$ cat config.mk
export PLATFORM = sky130hd
export DESIGN_NAME = key_event_arbiter_flat
export DESIGN_NICKNAME = d
export VERILOG_FILES = /design/src/rtl/key_event_arbiter_pkg.sv /design/src/rtl/key_event_arbiter_if.sv /design/src/rtl/key_event_fifo.sv /design/src/rtl/key_event_arbiter.sv /design/src/flat_wrapper.sv
export SDC_FILE = /design/constraint.sdc
export NUM_CORES = 1
export LEC_CHECK = 0
export CAP_MARGIN = 5
export CORE_UTILIZATION = 55
export CTS_BUF_LIST = sky130_fd_sc_hd__clkbuf_16
export DETAILED_ROUTE_END_ITERATION = 7
export PLACE_DENSITY = 0.86
export SETUP_SLACK_MARGIN = 0.5
export SYNTH_ARGS = -nofsm -noshare
export SYNTH_HDL_FRONTEND = slang
export SYNTH_SLANG_ARGS = --single-unit
$ cat constraint.sdc
create_clock -name CLOCK_50 -period 5 [get_ports CLOCK_50]
set_input_delay 0.75 -clock CLOCK_50 [delete_from_list [all_inputs] [get_ports CLOCK_50]]
set_output_delay 0.75 -clock CLOCK_50 [all_outputs]
set_load 0.02 [all_outputs]
$ cat src/rtl/key_event_arbiter_pkg.sv
// Shared types for the keyboard event arbiter.
// Holds the scan-code map, key/event types and the classification helper.
package kbd_pkg;

  localparam logic [7:0] SC_W = 8'h1D;
  localparam logic [7:0] SC_A = 8'h1C;
  localparam logic [7:0] SC_S = 8'h1B;
  localparam logic [7:0] SC_D = 8'h23;
  localparam logic [7:0] SC_I = 8'h43;
  localparam logic [7:0] SC_J = 8'h3B;
  localparam logic [7:0] SC_K = 8'h42;
  localparam logic [7:0] SC_L = 8'h4B;

  typedef enum logic [1:0] {
    UP    = 2'd0,
    LEFT  = 2'd1,
    DOWN  = 2'd2,
    RIGHT = 2'd3
  } key_idx_t;

  typedef struct packed {
    logic     make;
    key_idx_t key;
  } key_evt_t;

  typedef struct packed {
    logic     hit;
    logic     player;
    key_idx_t key;
  } key_class_t;

  function automatic key_class_t classify(input logic [7:0] code);
    key_class_t c;
    c.hit    = 1'b1;
    c.player = 1'b0;
    c.key    = UP;
    case (code)
      SC_W: c.key = UP;
      SC_A: c.key = LEFT;
      SC_S: c.key = DOWN;
      SC_D: c.key = RIGHT;
      SC_I: begin c.player = 1'b1; c.key = UP;    end
      SC_J: begin c.player = 1'b1; c.key = LEFT;  end
      SC_K: begin c.player = 1'b1; c.key = DOWN;  end
      SC_L: begin c.player = 1'b1; c.key = RIGHT; end
      default: c.hit = 1'b0;
    endcase
    return c;
  endfunction

endpackage

$ cat src/rtl/key_event_arbiter_if.sv
// Bundle between the keyboard driver, the arbiter and the two player consumers.
// The slave side is the arbiter; the master side is its environment.
interface key_event_arbiter_if;
  import kbd_pkg::*;

  logic       valid;
  logic       makeBreak;
  logic [7:0] outCode;

  logic       p0_valid;
  logic       p0_ready;
  logic [1:0] p0_key;
  logic       p0_make;

  logic       p1_valid;
  logic       p1_ready;
  logic [1:0] p1_key;
  logic       p1_make;

  logic [3:0] held0;
  logic [3:0] held1;
  logic       overflow;

  modport master (
    output valid, makeBreak, outCode, p0_ready, p1_ready,
    input  p0_valid, p0_key, p0_make, p1_valid, p1_key, p1_make,
    input  held0, held1, overflow
  );

  modport slave (
    input  valid, makeBreak, outCode, p0_ready, p1_ready,
    output p0_valid, p0_key, p0_make, p1_valid, p1_key, p1_make,
    output held0, held1, overflow
  );

endinterface

$ cat src/rtl/key_event_fifo.sv
// Per-player event FIFO with occupancy count; push and pop may share an edge
// in every state, including full.
module key_event_fifo
  import kbd_pkg::*;
#(
  parameter int DEPTH = 8
) (
  input  logic                   clk,
  input  logic                   rst,
  input  logic                   push,
  input  key_evt_t               din,
  output logic                   full,
  input  logic                   pop,
  output key_evt_t               dout,
  output logic                   empty,
  output logic [$clog2(DEPTH):0] count
);

  localparam int PTR_W = $clog2(DEPTH);
  localparam logic [PTR_W:0] FULL_CNT = (PTR_W + 1)'(DEPTH);

  key_evt_t         mem [DEPTH];
  logic [PTR_W-1:0] wr_ptr;
  logic [PTR_W-1:0] rd_ptr;
  logic             do_push;
  logic             do_pop;

  assign empty   = (count == '0);
  assign full    = (count == FULL_CNT);
  assign do_pop  = pop & ~empty;
  assign do_push = push & (~full | do_pop);

  // Storage holds payload only, so it is left out of reset; the head is
  // forced to zero while empty to keep the outputs defined.
  assign dout = empty ? '0 : mem[rd_ptr];

  always_ff @(posedge clk) begin
    if (do_push) mem[wr_ptr] <= din;
  end

  always_ff @(posedge clk or posedge rst) begin
    if (rst) begin
      wr_ptr <= '0;
      rd_ptr <= '0;
      count  <= '0;
    end else begin
      if (do_push) wr_ptr <= wr_ptr + 1'b1;
      if (do_pop)  rd_ptr <= rd_ptr + 1'b1;
      case ({do_push, do_pop})
        2'b10:   count <= count + 1'b1;
        2'b01:   count <= count - 1'b1;
        default: count <= count;
      endcase
    end
  end

endmodule

$ cat src/rtl/key_event_arbiter.sv
// Classifies PS/2 key events per player, filters repeats/spurious breaks,
// queues accepted events per player and tracks held-key masks.
module key_event_arbiter
  import kbd_pkg::*;
#(
  parameter int DEPTH = 8
) (
  input  logic                CLOCK_50,
  input  logic                reset,
  key_event_arbiter_if.slave  bus
);

  localparam int PTR_W = $clog2(DEPTH);
  localparam logic [PTR_W:0] FULL_CNT = (PTR_W + 1)'(DEPTH);

  logic             valid_q;
  logic             strobe;
  key_class_t       cls;
  key_evt_t         evt;
  logic             held_bit;
  logic             accept;
  logic [1:0][3:0]  held;
  logic             overflow;

  logic [1:0]       mine;
  logic [1:0]       push;
  logic [1:0]       pop;
  logic [1:0]       lost;
  logic [1:0]       full;
  logic [1:0]       empty;
  key_evt_t         head  [2];
  logic [PTR_W:0]   count [2];

  // Edge detect: one event per rising edge of valid
  always_ff @(posedge CLOCK_50 or posedge reset) begin
    if (reset) valid_q <= 1'b0;
    else       valid_q <= bus.valid;
  end

  assign strobe   = bus.valid & ~valid_q;
  assign cls      = classify(bus.outCode);
  assign evt.make = bus.makeBreak;
  assign evt.key  = cls.key;
  assign held_bit = held[cls.player][cls.key];

  // A make on a held key is typematic; a break on a released key is spurious.
  assign accept = strobe & cls.hit & (bus.makeBreak ^ held_bit);

  assign pop[0] = ~empty[0] & bus.p0_ready;
  assign pop[1] = ~empty[1] & bus.p1_ready;

  always_comb begin
    mine = '0;
    push = '0;
    lost = '0;
    for (int p = 0; p < 2; p++) begin
      mine[p] = accept & (cls.player == 1'(p));
      push[p] = mine[p] & (~full[p] | pop[p]);
      lost[p] = mine[p] & (count[p] == FULL_CNT) & ~pop[p];
    end
  end

  // Held masks follow every accepted event, even one lost to a full queue
  always_ff @(posedge CLOCK_50 or posedge reset) begin
    if (reset) begin
      held     <= '0;
      overflow <= 1'b0;
    end else begin
      if (accept) held[cls.player][cls.key] <= bus.makeBreak;
      if (|lost)  overflow <= 1'b1;
    end
  end

  key_event_fifo #(.DEPTH(DEPTH)) u_fifo0 (
    .clk   (CLOCK_50),
    .rst   (reset),
    .push  (push[0]),
    .din   (evt),
    .full  (full[0]),
    .pop   (pop[0]),
    .dout  (head[0]),
    .empty (empty[0]),
    .count (count[0])
  );

  key_event_fifo #(.DEPTH(DEPTH)) u_fifo1 (
    .clk   (CLOCK_50),
    .rst   (reset),
    .push  (push[1]),
    .din   (evt),
    .full  (full[1]),
    .pop   (pop[1]),
    .dout  (head[1]),
    .empty (empty[1]),
    .count (count[1])
  );

  assign bus.p0_valid = ~empty[0];
  assign bus.p0_key   = head[0].key;
  assign bus.p0_make  = head[0].make;
  assign bus.p1_valid = ~empty[1];
  assign bus.p1_key   = head[1].key;
  assign bus.p1_make  = head[1].make;
  assign bus.held0    = held[0];
  assign bus.held1    = held[1];
  assign bus.overflow = overflow;

endmodule

$ cat src/flat_wrapper.sv
// flat-port wrapper written by rule: the top's interface ports become plain ports
module key_event_arbiter_flat import kbd_pkg::*;
#(
  parameter int DEPTH = 8
)
  (CLOCK_50, reset, bus_valid, bus_makeBreak, bus_outCode, bus_p0_ready, bus_p1_ready, bus_p0_valid, bus_p0_key, bus_p0_make, bus_p1_valid, bus_p1_key, bus_p1_make, bus_held0, bus_held1, bus_overflow);
  key_event_arbiter_if bus_i ();
  input  logic CLOCK_50;
  input  logic reset;
  input wire logic [$bits(bus_i.valid)-1:0] bus_valid;
  input wire logic [$bits(bus_i.makeBreak)-1:0] bus_makeBreak;
  input wire logic [$bits(bus_i.outCode)-1:0] bus_outCode;
  input wire logic [$bits(bus_i.p0_ready)-1:0] bus_p0_ready;
  input wire logic [$bits(bus_i.p1_ready)-1:0] bus_p1_ready;
  output wire logic [$bits(bus_i.p0_valid)-1:0] bus_p0_valid;
  output wire logic [$bits(bus_i.p0_key)-1:0] bus_p0_key;
  output wire logic [$bits(bus_i.p0_make)-1:0] bus_p0_make;
  output wire logic [$bits(bus_i.p1_valid)-1:0] bus_p1_valid;
  output wire logic [$bits(bus_i.p1_key)-1:0] bus_p1_key;
  output wire logic [$bits(bus_i.p1_make)-1:0] bus_p1_make;
  output wire logic [$bits(bus_i.held0)-1:0] bus_held0;
  output wire logic [$bits(bus_i.held1)-1:0] bus_held1;
  output wire logic [$bits(bus_i.overflow)-1:0] bus_overflow;
  assign bus_i.valid = bus_valid;
  assign bus_i.makeBreak = bus_makeBreak;
  assign bus_i.outCode = bus_outCode;
  assign bus_i.p0_ready = bus_p0_ready;
  assign bus_i.p1_ready = bus_p1_ready;
  assign bus_p0_valid = bus_i.p0_valid;
  assign bus_p0_key = bus_i.p0_key;
  assign bus_p0_make = bus_i.p0_make;
  assign bus_p1_valid = bus_i.p1_valid;
  assign bus_p1_key = bus_i.p1_key;
  assign bus_p1_make = bus_i.p1_make;
  assign bus_held0 = bus_i.held0;
  assign bus_held1 = bus_i.held1;
  assign bus_overflow = bus_i.overflow;
  key_event_arbiter #(.DEPTH(DEPTH)) u_core (.CLOCK_50(CLOCK_50), .reset(reset), .bus(bus_i));
endmodule
==> reports/results.ini, run 1 <==
[drt]
via_per_inst = 5.84
vias = 2499
wirelength_um = 7620
drcViolationCount = 0
ant_nets = 0
wire_per_inst_um = 17.8
first_iter_violations = 159
dr.pass1.iters = 4

[grt]
antenna_found_initial = 0
grt.total_usage = 0.226
grt_max_degree = 31
grt_pass1_vias = 2525
grt-ovfl-total = 0
grt_first_pass_wirelength_um = 12700

[cells_and_area]
antennaDiodeCount = 0
fillCellCount = 456
nNetsFinal = 351
area_delta_synth_final_pct = 17.6
most-common-layout-cells = 48 x edfxtp_1, 30 x clkdlybuf4s50_1, 30 x dfrtp_1
fin_cells = 428
final_common_cell = edfxtp_1
layout-drive-gt1-share = 0.142
fin_util = 0.675

[die]
ios = 31
num_rows = 30
die-area_mm2 = 0.00752
initial_core_util = 0.574
dieHeight_um = 86.7
die_x_um = 86.7
core_mm2 = 0.00687

[cts]
numCtsBuffers = 9
clk_pin_slew_ns = 0.06
cts.hold.buffers_added = 0
post_cts_buffers = 0
cts_tree = done
cts_sinks = 78
cts.repair.resized = 0
cts-htree-levels = 3
clockBufferDepth = 2
cts-root-buf = clkbuf_16
clk_latency_ns = 0.32

[logic_synthesis]
synth.avg_cell_area_um2 = 13.2
asyncSetResetFlopFracSynth = 0.385
yosys.area.top_type = edfxtp_1
netlist_instances = 299
ys_seq_area_frac = 0.556
synth_flop_cell = edfxtp_1
yosysWarnings = 0
ys_ff_latch = 78
syn-cell-area_mm2 = 0.00395
synth_area_leaders = edfxtp_1 37%, dfrtp_1 19%, mux4_2 6.9%, ha_1 3.2%, mux2i_1 2.8%
synth.top_cell.area_share = 0.365
synth-edff-count = 48
yosys.cell_types.count = 52
synth_nets = 323

[setup_path]
worstSetupPathType = primary input to flip-flop
crit_chain = clkdlybuf4s50_1, or4b_4, a211oi_4, a21oi_2, a22oi_4, a21oi_2, o21ai_2, ha_1, xor2_1, ha_1, a21oi_1, xor2_1, nor2_1, xor2_1
crit_top_cell = xor2_1
required_ns = 5.20
cp_max_fo = 12
regToRegSetupSlack_ns = 2.01
crit_path_max_incr_delay_ns = 0.64
critPathSlowestCell = or4b_4
worstSetupStartpointType = primary input
worstPathArrival_ns = 4.41
end_kind = flip-flop

[power_and_ir_drop]
switchingPower_uw = 623
pwr-share-clk = 0.335
totalPowerFinal_mw = 2.17
power_leakage_nw = 1.76
seq_power_share = 0.408
p_int_mw = 1.55
powerDensity_mw_per_mm2 = 468
power_frac_comb = 0.257
ir_drop_uv = 264
switching_share = 0.287

[placed_design]
io_buffer_count = 30
place_congestion = 0.786
dpl.cell_count = 412
hpwl_um = 5180

[timing]
period_share = 0.841
clock.fmax_mhz = 238
slew_viol_final = 0
finClkSkew_ns = 0.00433
setup_violations = 0
fin_crit_ns = 4.21
worst_pin_slew_ns = 0.969
timing.setup.tns_ns = 0
rsz0062_at_grt = no
report.final.hold_viol_count = 0
slew-limit-headroom = 0.348

[min_path]
hold_path.class = flip-flop to flip-flop

[job]
drv_cap = 0

[run_status]
outcome = completed

==> power groups by stage <==
stage | Clock [mW] | Combinational (mW) | Sequential [mW]
final | 0.728 | 0.559 | 0.887
after global routing | 0.765 | 0.608 | 0.903
after CTS | 0.732 | 0.562 | 0.887
after detailed placement | 0 | 0.556 | 0.898
after global placement | 0 | 0.537 | 0.889
after floorplan | 0 | 0.478 | 0.804
==> critical path, delay by kind of cell <==
family                   cells  cell delay (ns)
adder cells (fa/ha/maj)      2             0.55
XOR/XNOR                     3             0.45
AND/OR/NAND/NOR              2             0.71
buffers and inverters        1             0.59
AO/OA/AOI/OAI                6             1.35
==> layer usage <==
layer	global-route usage	up-vias	part of all wire
met3	0.0429	4	0.041
met4	0.0742	0	0.0083
li1	-	1181	-
met5	0	-	0
met1	0.294	1242	0.43
met2	0.386	72	0.52
==> cell families after synthesis <==
logic type | count (synthesis) | share of synthesized area
buf+inv | 26 | 0.0308
mux | 29 | 0.114
xor+xnor | 19 | 0.0422
compound gates | 45 | 0.0913
simple gates | 92 | 0.135
fa+ha+maj | 10 | 0.0317
flops | 78 | 0.556
==> through the flow <==
| stage | hold slack [ns] | cell area, µm² | worst slack, ns |
|---|---|---|---|
| floorplan | 0.464 | 3950 | 1.46 |
| global placement | 0.480 | 4300 | 0.694 |
| detailed placement | 0.467 | 4300 | 0.534 |
| CTS | 0.484 | 4640 | 0.812 |
| global route | 0.506 | 4640 | 0.598 |
| finish | 0.476 | 4640 | 0.793 |
==> final cells by class <==
class | instances | area, µm² | share of cell area
sequential | 78 | 2190 | 0.472
multi-input combinational | 195 | 1630 | 0.352
timing repair buffer | 32 | 315 | 0.0680
clock buffer | 9 | 225 | 0.0485
tap | 96 | 120 | 0.0259
clock inverter | 7 | 114 | 0.0245
inverter | 11 | 41.3 | 0.00890
==> flip-flops by register name (all words and copies together) (netlist names), 3 cells and up <==
register / cells
u_core.u_fifo0.wr_ptr: 3
u_core.u_fifo1.mem: 24
u_core.bus.held1: 4
u_core.u_fifo0.mem: 24
u_core.u_fifo1.rd_ptr: 3
u_core.bus.held0: 4
u_core.u_fifo0.count: 4
u_core.u_fifo1.wr_ptr: 3
u_core.u_fifo1.count: 4
u_core.u_fifo0.rd_ptr: 3
==> worst paths after layout <==
| path | start | end | depth (start not counted) |
|---|---|---|---|
| worst max-delay path | bus_outCode[5] | u_core.u_fifo0.count[2] | 14 |
| worst min-delay path | u_core.bus.overflow | u_core.bus.overflow | 1 |
| worst max register to register | u_core.u_fifo1.count[1] | u_core.u_fifo1.count[2] | 9 |
| worst min register to register | u_core.bus.overflow | u_core.bus.overflow | 1 |
| max in group asynchronous | reset | u_core.u_fifo1.count[2] | 3 |
| min in group asynchronous | reset | u_core.u_fifo0.rd_ptr[0] | 3 |
==> cell usage after synthesis, types with 6 or more instances <==
cell type / number
nand3b_1: 6
o21ai_0: 9
clkbuf_1: 9
xor2_1: 10
ha_1: 10
mux2i_1: 11
o211ai_1: 7
dfrtp_1: 30
xnor2_1: 9
mux4_2: 12
nand2_1: 20
nor3_1: 16
a21oi_1: 7
nor2_1: 14
nand2b_1: 9
edfxtp_1: 48
inv_1: 11
No activity file was read; power rests on OpenSTA's default activity.
==> run 2, diff against run 1 <==
- clock period: 5 -> 4.18 ns (I/O delays scaled with it)
==> run 2 against run 1 <==
Power rose by 15%. Final cell count rose by 3.0%. Clock skew rose by 0.0056 ns. First-iteration DRC count rose by 5.0%. Routed wire length rose by 4.2%. Largest cell class unchanged. Setup slack got worse by 0.17 ns. Critical endpoint is now u_core.u_fifo1.count[2].
==> reports/results.ini, run 2 (same netlist as run 1, synthesis figures left out) <==
[run_status]
outcome = completed

[drt]
m1WireLength_um = 3130
ant_nets = 0
dr.pass1.iters = 4
vias = 2620
via_per_inst = 5.94
wirelength_um = 7940
drcViolationCount = 0
met2_length_um = 4350
maxUsedRoutingLayer = met4
first_iter_violations = 167
wire_per_inst_um = 18.0
wl_met3_um = 351

[cells_and_area]
largest_registers = u_core.u_fifo0.mem x24, u_core.u_fifo1.mem x24
fin_util = 0.690
layout-drive-gt1-share = 0.191
postLayoutCellArea_mm2 = 0.00474
antennaDiodeCount = 0
fillCellCount = 464
area_delta_synth_final_pct = 20.1
multiInputGateArea_mm2 = 0.00167
most-common-layout-cells = 48 x edfxtp_1, 30 x dfrtp_1, 25 x clkdlybuf4s50_1
ff_latch_area_mm2 = 0.00219
nNetsFinal = 364
final_common_cell = edfxtp_1

[timing]
report.final.hold_viol_count = 0
fin_crit_ns = 3.56
clock.fmax_mhz = 281
rsz0062_at_grt = yes
timing.setup.tns_ns = 0
slew-limit-headroom = 0.425
setup_violations = 0
slew_viol_final = 0
layout_setup_ws_ns = 0.620
worst_pin_slew_ns = 0.855
finClkSkew_ns = 0.00988
period_share = 0.852

[grt]
grt_max_degree = 31
grt-ovfl-total = 0
antenna_found_initial = 0
grt.total_usage = 0.235
grt_pass1_vias = 2610
grt_first_pass_wirelength_um = 12800

[min_path]
hold_path.class = flip-flop to flip-flop

[die]
ios = 31
num_rows = 30
die_x_um = 86.7
dieHeight_um = 86.7
die-area_mm2 = 0.00752
core_mm2 = 0.00687
initial_core_util = 0.574

[placed_design]
hpwl_um = 5360
postPlaceCellArea_mm2 = 0.00437
io_buffer_count = 30
place_congestion = 0.823
place_ws_ns = 0.234

[setup_path]
crit_chain = clkdlybuf4s50_1, or4b_4, a211oi_4, a21oi_2, a22oi_4, and3_4, o21ai_2, ha_2, xor2_1, ha_1, a21oi_1, xor2_1, nor2_1, xor2_1
crit_top_cell = xor2_1
path_buf_inv = 1
required_ns = 4.38
worstSetupStartpointType = primary input
crit_path_max_incr_delay_ns = 0.56
worstSetupPathType = primary input to flip-flop
cp_max_fo = 5
worstPathArrival_ns = 3.76
critPathTopFamily = compound AO/OA/AOI/OAI gates
end_kind = flip-flop
critPathSlowestCell = or4b_4

[cts]
cts-htree-levels = 3
clk_latency_ns = 0.33
cts_sinks = 78
numCtsBuffers = 9
clockBufferDepth = 2
clk_pin_slew_ns = 0.06
cts.hold.buffers_added = 0
cts-root-buf = clkbuf_16
cts_tree = done

[power_and_ir_drop]
powerDensity_mw_per_mm2 = 527
ir_drop_uv = 264
totalPowerFinal_mw = 2.49
power_leakage_nw = 1.83

[job]
drv_cap = 0

[run 2: repair_timing]
action,CTS,global route
endpoints found under the hold margin,0,0
pin swaps,0,4
buffers inserted,0,4
resized for setup,1,11
endpoints found under the setup margin,1,3
[run 2: report_power, final]
part           total, mW  switching, mW  internal (mW)
Combinational      0.688          0.297          0.390
Sequential          1.06          0.162          0.894
Clock              0.751          0.293          0.458
[run 2: area by class of cell]
| class | instances | area share |
|---|---|---|
| Multi-Input combinational cell | 195 | 0.352 |
| Inverter | 11 | 0.00872 |
| Timing Repair Buffer | 45 | 0.0909 |
| Tap cell | 96 | 0.0254 |
| Clock buffer | 9 | 0.0475 |
| Sequential cell | 78 | 0.463 |
| Clock inverter | 7 | 0.0132 |
[run 2: metrics by stage]
step | hold WS, ns | cells
after detailed placement | 0.489 | 421
after global routing | 0.519 | 441
final | 0.497 | 441
after CTS | 0.502 | 437
after floorplan | 0.464 | 299
after global placement | 0.483 | 421
[run 2: final timing paths]
kind                       slack, ns  cells past startpoint                        to                     from
min                             0.50                      1   u_core.u_fifo0.count[3]  u_core.u_fifo0.count[3]
max                             0.62                     14   u_core.u_fifo1.count[2]           bus_outCode[1]
min in group asynchronous       0.74                      3  u_core.u_fifo0.rd_ptr[0]                    reset
min reg2reg                     0.50                      1   u_core.u_fifo0.count[3]  u_core.u_fifo0.count[3]
max reg2reg                     1.37                      9   u_core.u_fifo0.count[2]  u_core.u_fifo0.count[0]
max in group asynchronous       3.12                      3  u_core.u_fifo1.rd_ptr[0]                    reset
[run 2: routing by layer]
layer	track usage	vias to the layer above
met3	0.0533	10
met5	0	-
met4	0.105	0
met1	0.280	1318
li1	-	1212
met2	0.408	80
[run 2: worst reg2reg max path, stage by stage (launching register included)]
cell,delay [ns]
dfrtp_1,0.45
nor4_1,0.78
nor2b_1,0.32
ha_2,0.31
xor2_1,0.15
ha_1,0.19
a21oi_1,0.15
xor2_1,0.16
nor2_1,0.06
xor2_1,0.14
